==> src/rtl/fma_fetch_issue.sv <==
// Fetch/issue sequencer: walks a 16-entry program, issues FMA operand triples, handles NOP/JUMP/HALT locally.
// Latency: FMA word at PC_addr in cycle N appears on out_valid/out_a/b/c in cycle N+1; one issue per cycle sustained.
// Backpressure: while out_valid & !out_ready the PC, issue register and state all hold (fetch stalls).
// Optional feature macro FETCH_BOUND_EN: a NOP/FMA at PC=15 ends the run in DONE instead of wrapping to 0.
module fma_fetch_issue #(
    parameter int         CNT_W    = 8,
    parameter logic [3:0] START_PC = 4'd0
) (
    input  logic             clk,
    input  logic             rst,
    input  logic             start,
    output logic [3:0]       PC_addr,
    input  logic [49:0]      instr_data,
    output logic             out_valid,
    input  logic             out_ready,
    output logic [15:0]      out_a,
    output logic [15:0]      out_b,
    output logic [15:0]      out_c,
    output logic             busy,
    output logic             done,
    output logic [CNT_W-1:0] issue_cnt
);

    typedef enum logic [1:0] {
        S_IDLE = 2'd0,
        S_RUN  = 2'd1,
        S_DONE = 2'd2
    } state_t;

    localparam logic [1:0] OP_NOP  = 2'b00;
    localparam logic [1:0] OP_FMA  = 2'b01;
    localparam logic [1:0] OP_JUMP = 2'b10;
    localparam logic [1:0] OP_HALT = 2'b11;

    state_t     state;
    state_t     state_nxt;
    logic [3:0] pc;
    logic [3:0] pc_nxt;
    logic       load_fma;
    logic       load_ok;
    logic       handshake;
    logic [1:0] opcode;

    assign opcode    = instr_data[49:48];
    // The issue register can accept a new op when empty or being drained this cycle.
    assign load_ok   = !out_valid || out_ready;
    assign handshake = out_valid && out_ready;

    assign PC_addr = pc;
    assign busy    = (state == S_RUN);
    assign done    = (state == S_DONE);

    // Next-state, next-PC and FMA-load decode from the current instruction word.
    always_comb begin
        state_nxt = state;
        pc_nxt    = pc;
        load_fma  = 1'b0;
        case (state)
            S_IDLE, S_DONE: begin
                if (start) begin
                    state_nxt = S_RUN;
                    pc_nxt    = START_PC;
                end
            end
            S_RUN: begin
                if (load_ok) begin
                    case (opcode)
                        OP_NOP, OP_FMA: begin
                            load_fma = (opcode == OP_FMA);
`ifdef FETCH_BOUND_EN
                            // Last slot: the op still executes, then the run ends with PC parked at 15.
                            if (pc == 4'hF) begin
                                state_nxt = S_DONE;
                            end else begin
                                pc_nxt = pc + 4'd1;
                            end
`else
                            pc_nxt = pc + 4'd1;
`endif
                        end
                        OP_JUMP: pc_nxt = instr_data[3:0];
                        default: state_nxt = S_DONE;  // HALT: PC holds
                    endcase
                end
            end
            default: begin
                state_nxt = S_IDLE;
                pc_nxt    = START_PC;
            end
        endcase
    end

    // State and program counter registers.
    always_ff @(posedge clk or posedge rst) begin
        if (rst) begin
            state <= S_IDLE;
            pc    <= START_PC;
        end else begin
            state <= state_nxt;
            pc    <= pc_nxt;
        end
    end

    // Issue register: load on FMA, drop valid on a handshake with no replacement, otherwise hold operands.
    always_ff @(posedge clk or posedge rst) begin
        if (rst) begin
            out_valid <= 1'b0;
            out_a     <= 16'h0000;
            out_b     <= 16'h0000;
            out_c     <= 16'h0000;
        end else if (load_fma) begin
            out_valid <= 1'b1;
            out_a     <= instr_data[47:32];
            out_b     <= instr_data[31:16];
            out_c     <= instr_data[15:0];
        end else if (handshake) begin
            out_valid <= 1'b0;
        end
    end

    // Saturating count of ops accepted downstream; survives DONE -> RUN restarts.
    always_ff @(posedge clk or posedge rst) begin
        if (rst) begin
            issue_cnt <= '0;
        end else if (handshake && (issue_cnt != {CNT_W{1'b1}})) begin
            issue_cnt <= issue_cnt + CNT_W'(1);
        end
    end

endmodule

==> config.mk <==
export PLATFORM = sky130hd
export DESIGN_NAME = fma_fetch_issue
export DESIGN_NICKNAME = d
export VERILOG_FILES = /design/src/rtl/fma_fetch_issue.sv
export SDC_FILE = /design/constraint.sdc
export NUM_CORES = 1
export LEC_CHECK = 0
export ABC_AREA = 0
export CAP_MARGIN = 20
export CORE_AREA = 2 2 84 86
export CTS_BUF_LIST = sky130_fd_sc_hd__clkbuf_8
export DETAILED_ROUTE_END_ITERATION = 10
export DIE_AREA = 0 0 86 88
export GPL_TIMING_DRIVEN = 0
export PLACE_DENSITY_LB_ADDON = 0.1
export RECOVER_POWER = 100
export SETUP_SLACK_MARGIN = 0.15
export SYNTH_ARGS = -nofsm -noshare
export SYNTH_HDL_FRONTEND = slang
export SYNTH_SLANG_ARGS = --single-unit
==> constraint.sdc <==
create_clock -name clk -period 3.4 [get_ports clk]
set_clock_uncertainty 0.1 [all_clocks]
set_input_delay 0.68 -clock clk [delete_from_list [all_inputs] [get_ports clk]]
set_output_delay 0.68 -clock clk [all_outputs]
set_load 0.1 [all_outputs]
==> results_dict.tcl <==
set metrics [dict create \
    regToRegSetupSlack_ps 1020 \
    drc 0 \
    groute.usage.overall_pct 16.3 \
    syn-num-nets 234 \
    r2r-end "out_c[3]" \
    clk_path_buf_depth 2 \
    place_hpwl_um 4360 \
    cts-root-buf "clkbuf_8" \
    dr.pass1.iters 4 \
    ys_types 32 \
    postRouteAntennaNets 0 \
    start_kind "flip-flop" \
    synthArstFlopShare_pct 100 \
    start_util_pct 39.8 \
    rsz0062_at_grt "no" \
    coreArea_sq_um 6640 \
    die_h_um 88 \
    drtIter0Drc 62 \
    fmax_mhz 331 \
    worstSkewPairLatency_ps 330 \
    fin_crit_ps 3020 \
    die_area_sq_um 7570 \
    cts_tree "built" \
    min_from "out_c[15]" \
    required_ps 2620 \
    synth_edf_count 0 \
    gp_congestion 0.755 \
    hold_buffers 0 \
    row_count 30 \
    critPathArrivalTime_ps 2240 \
    path_class "flip-flop to output port" \
    io_pins 117 \
    cp_max_fo 5 \
    layout_common_cells "dlygate4sd3_1, dfrtp_1, clkdlybuf4s50_1" \
    worstMarginPinSlew_ps 1120 \
    routed_wirelength_um 5780 \
    post-cts-setup-buffers 0 \
    setup_viol 0 \
    drv_slew 0 \
    hold_path_depth 1 \
    grt_max_degree 35 \
    antenna_found_initial 0 \
    reg2regPathDepth 6 \
    ys.flop_type "dfrtp_1" \
    numClockSinks 63 \
    r2r-start "out_valid" \
    syn_inst 178 \
    maxCapViolations 0 \
    holdPathEnd "out_c[15]" \
    num_vias 1899 \
    outcome "complete, no violations" \
    yosysWarningCount 0 \
    vias_per_cell 4.86 \
    synthesis.area_sq_um 2650 \
    drive_gt1_share_pct 12.2 \
    ctsResizeCount 0 \
    grt_first_pass_wirelength_um 9490 \
    grt_pass1_vias 1916 \
    max-slew-margin-rel_pct 25.3 \
    clkTransAtPathRegs_ps 70 \
    syn_area_per_cell_sq_um 14.9 \
    wire_per_inst_um 14.8 \
    yosysSeqAreaShare_pct 59.6 \
    hold_path_class "flip-flop to flip-flop" \
    grt_overflow_total 0 \
    place_ws_ps 759 \
    mostFrequentLayoutCell "dlygate4sd3_1" \
    num_antenna_cells 0 \
    final_nets 362 \
    cts_buffers 9 \
    htree_levels 3 \
    hold_viol 0 \
    fin_ws_ps 376 \
    finalCritPeriodShare_pct 88.9 \
    area_delta_synth_final_pct 53.0 \
    dieWidth_um 86 \
    numPortBuffers 116 \
    end_kind "output port" \
    synth-seq-cells 63 \
]
-- sequential cells by signal (all words and copies together) (netlist names) --
name / cells
out_a: 16
out_b: 16
out_c: 16
issue_cnt: 8
PC_addr: 4
state: 2
out_valid: 1
-- cell type report --
class / count / area (sq um)
Fill cell: 582 / 2590
Sequential cell: 63 / 1580
Timing Repair Buffer: 117 / 1170
Multi-Input combinational cell: 105 / 935
Clock buffer: 11 / 151
Tap cell: 80 / 100
Clock inverter: 5 / 80.1
Buffer: 6 / 25.0
Inverter: 4 / 15.0
-- Yosys cell counts (all sizes together) (2+ instances only) --
cell type,count,area share (%)
mux2i,2,0.76
nand3,6,1.1
o2bb2ai,3,0.99
nand2b,2,0.47
xnor2,5,1.7
nand2,2,0.28
buf,5,1.7
and4,2,0.66
inv,4,0.57
mux2,50,24
nand4,5,1.2
o31ai,2,0.57
ha,2,0.95
nor2b,3,0.71
a21oi,6,1.1
nor2,3,0.43
dfrtp,63,60
nor3,3,0.76
-- kinds of logic (layout without fill, tap and decap cells) --
logic type	Yosys count	after routing	share of synthesized area (%)
xor+xnor	5	5	1.65
mux	52	52	24.9
buf+inv	10	143	2.36
flops	63	63	59.6
fa+ha+maj	2	2	0.945
simple gates	31	31	6.86
compound gates	15	15	3.74
-- critical path: stages (launching register included) --
cell and delay (ps):
dfrtp_1 400, nand2b_1 210, inv_1 100, dlygate4sd3_1 1200
-- per-stage QoR --
stage	std cells	setup TNS, ps	util (%)	cell area (sq um)	hold slack [ps]
detailed placement	375	0	59.1	3930	380
floorplan	178	0	-	2650	391
finish	391	0	60.9	4050	384
global route	391	0	60.9	4050	398
CTS	391	0	62.6	4160	395
global placement	374	-7150	58.8	3910	375
-- worst max-delay path by stage --
stage,slack [ps],cells after the start,end,from
4_1_cts,400,3,busy,state[1]
3_5_place_dp,760,7,out_c[3],out_ready
5_1_grt,270,7,out_c[3],out_ready
3_3_place_gp,-120,2,out_a[10],rst
2_1_floorplan,870,1,done,state[0]
6_report,380,3,busy,state[1]
-- per-layer routing --
layer  vias to the layer above  share of wire, %  track usage, %
met2                        73                47            25.6
met4                         0               2.0            7.79
li1                        903                 -               -
met3                        11               7.0            4.15
met5                         -                 0               0
met1                       912                44            21.2
Power is not shown: default switching activity piles up to over one toggle a cycle in this logic, so the estimate is an artifact.
